File: src/rtl/control_unit.sv
// -----------------------------------------------------------------------------
// control_unit
// Microsequencer for memory_system. Fetches an opcode into IR (3 cycles),
// decodes it, and issues one control word per cycle until the instruction
// completes. Only JZ reads the flags (Z).
//
// Ports
//   clk                  system clock, rising edge
//   rst                  asynchronous reset, active-low
//   instruction[4:0]     opcode held in IR
//   C, N, P, Z           ALU flags (Z used by JZ)
//   ir_sclr, mar_sclr    synchronous clear of IR / MAR
//   enaf                 flag register update enable
//   selop[2:0]           ALU operation select
//   shamt[1:0]           shift amount
//   bank_wr_en           register bank write enable
//   busB_addr[2:0]       bank read address onto bus B
//   busC_addr[2:0]       bank write address from bus C
//   ir_en, mar_en        IR / MAR load enable
//   wr_rdn               1 = write MDR to mem[MAR], 0 = read
//   mdr_alu_n            bus C source: 1 = MDR, 0 = ALU
//   mdr_en               memory access strobe / MDR load
//   halted               1 while halted
//   illegal              1-cycle pulse flagging an undefined opcode
//
// Every output comes straight from a flop. The flop is loaded with the
// control word of the state being entered, so the word is valid for the
// whole cycle that the state occupies. The opcode is only present in IR
// during DEC, so the registered illegal pulse appears in the cycle after
// DEC, together with the F1 word of the next fetch.
// -----------------------------------------------------------------------------
module control_unit #(
  parameter logic [2:0] PC_ADDR   = 3'd0,
  parameter logic [2:0] DPTR_ADDR = 3'd1,
  parameter logic [2:0] A_ADDR    = 3'd2,
  parameter logic [2:0] TEMP_ADDR = 3'd3,
  parameter logic [2:0] ACC_ADDR  = 3'd4,
  parameter logic [2:0] OP_PASS   = 3'b000,
  parameter logic [2:0] OP_INC    = 3'b001,
  parameter logic [2:0] OP_ADD    = 3'b010,
  parameter logic [2:0] OP_SHR    = 3'b011
) (
  input  logic       clk,
  input  logic       rst,
  input  logic [4:0] instruction,
  input  logic       C,
  input  logic       N,
  input  logic       P,
  input  logic       Z,
  output logic       ir_sclr,
  output logic       mar_sclr,
  output logic       enaf,
  output logic [2:0] selop,
  output logic [1:0] shamt,
  output logic       bank_wr_en,
  output logic [2:0] busB_addr,
  output logic [2:0] busC_addr,
  output logic       ir_en,
  output logic       mar_en,
  output logic       wr_rdn,
  output logic       mdr_alu_n,
  output logic       mdr_en,
  output logic       halted,
  output logic       illegal
);

  typedef enum logic [3:0] {
    ST_INIT = 4'd0,  ST_F1 = 4'd1,  ST_F2 = 4'd2,  ST_F3 = 4'd3,
    ST_DEC  = 4'd4,  ST_L1 = 4'd5,  ST_L2 = 4'd6,  ST_L3 = 4'd7,
    ST_S1   = 4'd8,  ST_S2 = 4'd9,  ST_X1 = 4'd10, ST_R1 = 4'd11,
    ST_J1   = 4'd12, ST_HALT = 4'd13
  } state_t;

  typedef struct packed {
    logic       ir_sclr;
    logic       mar_sclr;
    logic       enaf;
    logic [2:0] selop;
    logic [1:0] shamt;
    logic       bank_wr_en;
    logic [2:0] busb;
    logic [2:0] busc;
    logic       ir_en;
    logic       mar_en;
    logic       wr_rdn;
    logic       mdr_alu_n;
    logic       mdr_en;
    logic       halted;
    logic       illegal;
  } ctrl_t;

  state_t state_r;
  state_t next_state_s;
  logic   ill_s;
  ctrl_t  ctrl_r;
  logic   unused_flags_s;

  // Only Z participates in sequencing; the other flags are not consumed.
  assign unused_flags_s = ^{C, N, P};

  // Control word for a state; z selects the taken/not-taken form of J1.
  function automatic ctrl_t word_of(input state_t st, input logic z, input logic ill);
    ctrl_t w;
    w = '0;
    case (st)
      ST_INIT: begin w.ir_sclr = 1'b1; w.mar_sclr = 1'b1; end
      ST_F1:   begin w.busb = PC_ADDR; w.selop = OP_PASS; w.mar_en = 1'b1; end
      ST_F2:   begin
        w.mdr_en = 1'b1; w.wr_rdn = 1'b0;
        w.busb = PC_ADDR; w.busc = PC_ADDR; w.selop = OP_INC;
        w.bank_wr_en = 1'b1; w.mdr_alu_n = 1'b0;
      end
      ST_F3:   begin w.ir_en = 1'b1; end
      ST_DEC:  begin w = '0; end
      ST_L1:   begin w.busb = DPTR_ADDR; w.selop = OP_PASS; w.mar_en = 1'b1; end
      ST_L2:   begin w.mdr_en = 1'b1; w.wr_rdn = 1'b0; end
      ST_L3:   begin w.busc = A_ADDR; w.mdr_alu_n = 1'b1; w.bank_wr_en = 1'b1; end
      ST_S1:   begin w.busb = DPTR_ADDR; w.selop = OP_PASS; w.mar_en = 1'b1; end
      ST_S2:   begin
        w.busb = ACC_ADDR; w.selop = OP_PASS; w.mdr_alu_n = 1'b0;
        w.mdr_en = 1'b1; w.wr_rdn = 1'b1;
      end
      ST_X1:   begin
        w.busb = TEMP_ADDR; w.selop = OP_ADD; w.busc = ACC_ADDR;
        w.bank_wr_en = 1'b1; w.enaf = 1'b1;
      end
      ST_R1:   begin
        w.busb = ACC_ADDR; w.busc = ACC_ADDR; w.selop = OP_SHR;
        w.shamt = 2'b01; w.bank_wr_en = 1'b1; w.enaf = 1'b1;
      end
      ST_J1:   begin
        if (z) begin
          w.busb = DPTR_ADDR; w.busc = PC_ADDR; w.selop = OP_PASS; w.bank_wr_en = 1'b1;
        end else begin
          w = '0;
        end
      end
      ST_HALT: begin w.halted = 1'b1; end
      default: begin w.ir_sclr = 1'b1; w.mar_sclr = 1'b1; end
    endcase
    w.illegal = ill;
    return w;
  endfunction

  // Next-state decode; undefined opcodes behave as NOP and raise ill_s.
  always_comb begin
    next_state_s = ST_INIT;
    ill_s        = 1'b0;
    case (state_r)
      ST_INIT: next_state_s = ST_F1;
      ST_F1:   next_state_s = ST_F2;
      ST_F2:   next_state_s = ST_F3;
      ST_F3:   next_state_s = ST_DEC;
      ST_DEC: begin
        case (instruction)
          5'b00000: next_state_s = ST_F1;
          5'b00001: next_state_s = ST_L1;
          5'b00010: next_state_s = ST_S1;
          5'b00011: next_state_s = ST_X1;
          5'b00100: next_state_s = ST_R1;
          5'b00101: next_state_s = ST_J1;
          5'b11111: next_state_s = ST_HALT;
          default: begin
            next_state_s = ST_F1;
            ill_s        = 1'b1;
          end
        endcase
      end
      ST_L1:   next_state_s = ST_L2;
      ST_L2:   next_state_s = ST_L3;
      ST_L3:   next_state_s = ST_F1;
      ST_S1:   next_state_s = ST_S2;
      ST_S2:   next_state_s = ST_F1;
      ST_X1:   next_state_s = ST_F1;
      ST_R1:   next_state_s = ST_F1;
      ST_J1:   next_state_s = ST_F1;
      ST_HALT: next_state_s = ST_HALT;
      default: next_state_s = ST_INIT;
    endcase
  end

  // State and output registers; reset forces the INIT word at once.
  always_ff @(posedge clk or negedge rst) begin
    if (!rst) begin
      state_r          <= ST_INIT;
      ctrl_r           <= '0;
      ctrl_r.ir_sclr   <= 1'b1;
      ctrl_r.mar_sclr  <= 1'b1;
    end else begin
      state_r <= next_state_s;
      ctrl_r  <= word_of(next_state_s, Z, ill_s);
    end
  end

  assign ir_sclr    = ctrl_r.ir_sclr;
  assign mar_sclr   = ctrl_r.mar_sclr;
  assign enaf       = ctrl_r.enaf;
  assign selop      = ctrl_r.selop;
  assign shamt      = ctrl_r.shamt;
  assign bank_wr_en = ctrl_r.bank_wr_en;
  assign busB_addr  = ctrl_r.busb;
  assign busC_addr  = ctrl_r.busc;
  assign ir_en      = ctrl_r.ir_en;
  assign mar_en     = ctrl_r.mar_en;
  assign wr_rdn     = ctrl_r.wr_rdn;
  assign mdr_alu_n  = ctrl_r.mdr_alu_n;
  assign mdr_en     = ctrl_r.mdr_en;
  assign halted     = ctrl_r.halted;
  assign illegal    = ctrl_r.illegal;

endmodule
File: config.mk
export PLATFORM = sky130hd
export DESIGN_NAME = control_unit
export DESIGN_NICKNAME = d
export VERILOG_FILES = /design/src/rtl/control_unit.sv
export SDC_FILE = /design/constraint.sdc
export NUM_CORES = 1
export LEC_CHECK = 0
export ABC_AREA = 1
export ABC_CLOCK_PERIOD_IN_PS = 3600
export CAP_MARGIN = 20
export CORE_ASPECT_RATIO = 1.2
export CORE_MARGIN = 8
export CORE_UTILIZATION = 41
export CTS_CLUSTER_DIAMETER = 30
export DETAILED_ROUTE_END_ITERATION = 7
export HOLD_SLACK_MARGIN = 0.08
export PLACE_DENSITY_LB_ADDON = 0.15
export SYNTH_ARGS = -nofsm -noshare
export SYNTH_HDL_FRONTEND = slang
export SYNTH_SLANG_ARGS = --single-unit
File: constraint.sdc
create_clock -name clk -period 3.6 [get_ports clk]
set_input_delay 0.72 -clock clk [delete_from_list [all_inputs] [get_ports clk]]
set_output_delay 0.72 -clock clk [all_outputs]
set_load 0.02 [all_outputs]
Word level (Yosys, flattened, before mapping)
Cells that the tools add are included.
{"block": "word_totals", "wordCells": 77, "regBits": 26, "input_bits": 11}
{"block": "classes", "n_eq_ne": 32, "n_reduce_logical": 11, "mux": 18}
{"cell": "$eq A4 B4 Y1 const B", "n": 12}
{"cell": "$pmux W4 S9", "n": 1}
{"cell": "$eq A4 B3 Y1 const B", "n": 8}
{"cell": "$pmux W4 S6", "n": 1}
{"cell": "$eq A4 B2 Y1 const B", "n": 4}
{"cell": "$reduce_or A13 Y1", "n": 1}
{"cell": "$pmux W3 S4", "n": 1}
{"cell": "$eq A5 B2 Y1 const B", "n": 2}
{"cell": "$eq A5 B3 Y1 const B", "n": 2}
{"cell": "$mux W1", "n": 10}
{"cell": "$pmux W3 S3", "n": 1}
{"cell": "$eq A4 B1 Y1 const B", "n": 2}
{"cell": "$mux W7", "n": 1}
{"cell": "$reduce_or A7 Y1", "n": 1}
{"cell": "$pmux W2 S3", "n": 1}
{"cell": "$reduce_or A2 Y1", "n": 3}
{"cell": "$reduce_or A3 Y1", "n": 2}
{"cell": "$reduce_or A6 Y1", "n": 1}
{"cell": "$eq A5 B1 Y1 const B", "n": 1}
{"cell": "$eq A5 B5 Y1 const B", "n": 1}
{"cell": "$logic_not A5 Y1", "n": 1}
{"cell": "$logic_not A4 Y1", "n": 1}
{"cell": "$reduce_or A4 Y1", "n": 1}
{"cell": "$mux W2", "n": 1}
{"cell": "$pmux W1 S2", "n": 1}

Depth between registers and ports, before layout
{"block": "logic_depth", "depth_word": 6, "ltp_mapped": 12}

Worst setup path before layout
No wires, ideal clock.
{"block": "synth_path", "path_type": "input to register", "from": "input port instruction[4]", "to": "register ctrl_r (netlist bit selop[0])", "stages": 11, "required_ns": 3.476, "setup_slack_ns": 1.812, "t_arrival_ns": 1.664, "path_cell_list": "inv_1 > nor2_1 > nand2_1 > nand2_1 > nor2_2 > nand2_1 > nand2_1 > nand2_2 > nand2_2 > nor3_4 > or2_1"}
{"block": "synth_between", "elab_chain_cells": 5, "elab_cells_between_ends": 12}
{"item": "start: declaration", "line_no": "45", "source": "input logic [4:0] instruction,"}
{"item": "$eq A5 B5 Y1 (tied with other cells)", "line_no": "155", "source": "case (instruction)"}
{"item": "$pmux W4 S6 *", "line_no": "155"}
{"item": "$pmux W4 S9 *", "line_no": "149", "source": "case (state_r)"}
{"item": "named net next_state_s[3]", "line_no": "93", "source": "state_t next_state_s;"}
{"item": "$eq A4 B4 Y1 / $eq A4 B2 Y1 (equally long branches)", "line_no": "105", "source": "case (st)"}
{"item": "$pmux W2 S3 *", "line_no": "105"}
{"item": "end signal: assignment", "line_no": "191", "source": "ctrl_r <= word_of(next_state_s, Z, ill_s);"}
{"item": "end: declaration", "line_no": "95", "source": "ctrl_t ctrl_r;"}
Mark *: on every way through the listed nets, which the timed path passes. The rest lies on a longest branch.

Final worst setup path
{"block": "layout_path", "from": "register, netlist name ir_sclr", "to": "output port ir_sclr"}
{"item": "end: declaration", "line_no": "50", "source": "output logic ir_sclr,"}
No word-level cell between the ends.

==> metrics <==
post-layout util between 50% and 60%; Num CTS Buffers 3; clock latency on the worst-skew pair about 0.29 ns; Min Hold Slack between 0.6 and 0.7 ns; Starting Density between 40% and 50%; hpwl dp 1.67 mm; initial antenna violation count 0; drt first pass iters 4; Syn-to-layout area delta 28.3%; register area share after synthesis 50.0%; Setup WS pre-CTS 1.16 ns; share of layout cells above drive strength 1 about 16%; MaxCap Viol Count 0; maximum vdd drop between 0.3 and 0.4 mV; Rows 20; Num Clock Sinks 21; Synth Register Bits 21; Synth Instances between 100 and 150; Synth warnings 0; share of the synthesized area in the top cell type 47.5%; WP data required 2.88 ns; Chip Height 71.5 um; Worst R2R Start state_r[3]$_DFF_PN0_; RePlAce Congestion around 0.8; grt ovf 0; setup TNS 0 ns; Overall Global Routing Usage under 10%; Critical Path Sink ir_sclr; Worst Path Max Fanout 2; # resized after CTS 0; endpoints failing setup 0; max reg flops 4; Die X approximately 62 um; clk_skew between 0.001 and 0.0015 ns; max-slew violation count 0; reg-to-reg slack, setup around 1.9 ns; CTS H-tree depth 1; CP Class flip-flop to primary output; Netlist cell types 23; routed length per instance about 11 um; fin nets approximately 160; I/O Pins 33; fmax 464 MHz; Reg power frac between 30% and 40%; leak pwr approximately 0.69 nW; PwrDens around 700 mW/mm2; clk slew on worst S/H paths between 0.1 and 0.15 ns; most common cell after layout, fill and taps aside clkdlybuf4s50_1; Final Power about 0.95 mW; crit path cell chain clkdlybuf4s50_1; R2R cell count 10; ant diodes 0; commonest cells after routing, fill and taps aside clkdlybuf4s50_1, nor2_1, dfrtp_1, nand2_1, inv_1; CP arrival 1.43 ns; via count roughly 800; RR Endpoint busB_addr[0]$_DFF_PN0_; synthesized area per cell between 8 and 9 um2; first-pass GRT wire length between 3 and 4 mm; die area 0.00445 mm2; Reg with most FFs state_r; Worst path max stage delay ~0.6 ns; TritonCTS clock tree built; status finished, final reports clean; CP bufs+invs 1; CP max stage cell clkdlybuf4s50_1; Slew @ Worst Pin just under 0.9 ns; min Tclk post-route 2.15 ns; Post-route DRC 0; Int Pwr between 0.5 and 0.6 mW; area leader, netlist dfrtp_1; largest net degree at the start of global routing 22; combinational power share 52.3%; number of buffers on the longest clock path 2; mapped cell area about 0.0011 mm2; Root Driver clkbuf_4; Final ANT Viol Nets 0; switching pwr roughly 0.42 mW; CP Depth 1; # port buffers 26; final worst setup slack approximately 1.4 ns; hold path startpoint state_r[2]$_DFF_PN0_; vias per cell 4.50; Rel. slew slack 40.9%; Total Routed Length between 2 and 2.5 mm; Core ar. between 0.002 and 0.0025 mm2; HP Class flip-flop to flip-flop; CP delay by family, top buffers and inverters; fin crit share between 50% and 60%; Sw Ratio between 40% and 50%; element type at the critical path start flip-flop; CP startpoint ir_sclr$_DFF_PN1_; vias in the first global route 823; hold_buf cts 0; clock network fraction of design power 11.5%; final number of hold-violating endpoints 0; Setup crit end kind primary output; Synth area leaders dfrtp_1, nor2_1, nand2_1; Fillers 213; DR iter-0 viols 30; postcts setup bufs 0; RSZ-0062 raised after global routing false
==> stage by stage <==
step           instance area, um2  cells
2_1_floorplan                1060    125
3_3_place_gp                 1330    179
3_5_place_dp                 1330    179
4_1_cts                      1350    183
5_1_grt                      1350    183
6_report                     1350    183
==> per-layer routing <==
metal	vias up	track usage [%]	part of all wire [%]
li1	428	-	-
met1	368	10.5	41
met2	25	17.6	54
met3	2	1.72	3.2
met4	0	6.60	1.8
met5	-	0	0
==> cell usage after synthesis (all sizes together) <==
cell type	count
a21oi	1
buf	5
conb	1
dfrtp	20
dfstp	1
inv	18
nand2	27
nand3	13
nand4	2
nor2	25
nor3	4
o21ai	4
o31ai	1
or2	1
==> area by class of cell <==
class	instances	area, um2	area share, %
clock buffers	4	26.3	1.94
inverters	18	72.6	5.37
well taps	33	41.3	3.06
repair buffers	26	260	19.3
multi-input cells	81	424	31.4
flip-flops and latches	21	527	39.0
==> power by group through the flow <==
stage	registers, mW	logic [mW]	clock network [mW]
CTS	0.344	0.502	0.113
finish	0.344	0.497	0.109
global route	0.355	0.551	0.122
global placement	0.348	0.490	0
floorplan	0.395	0.305	0
detailed placement	0.349	0.500	0
==> logic make-up (layout without fill, tap and decap cells) <==
family,Yosys count,count (layout),synth area share [%]
buffers and inverters,23,48,10.5
and+or+nand+nor,72,72,35.0
other,1,3,0.356
AOI/OAI and AO/OA,6,6,4.16
DFF,21,21,50.0
==> how the worst min path moves through the flow <==
| stage | to | slack [ns] | depth (start not counted) |
|---|---|---|---|
| after global placement | ir_sclr$_DFF_PN1_ | 0.62 | 2 |
| after floorplan | bank_wr_en$_DFF_PN0_ | 0.42 | 0 |
| final | ir_sclr$_DFF_PN1_ | 0.64 | 2 |
| after detailed placement | ir_sclr$_DFF_PN1_ | 0.62 | 2 |
| after CTS | ir_sclr$_DFF_PN1_ | 0.64 | 2 |
| after global routing | state_r[1]$_DFF_PN0_ | 0.69 | 1 |
Power figures use the tool's default switching activity.
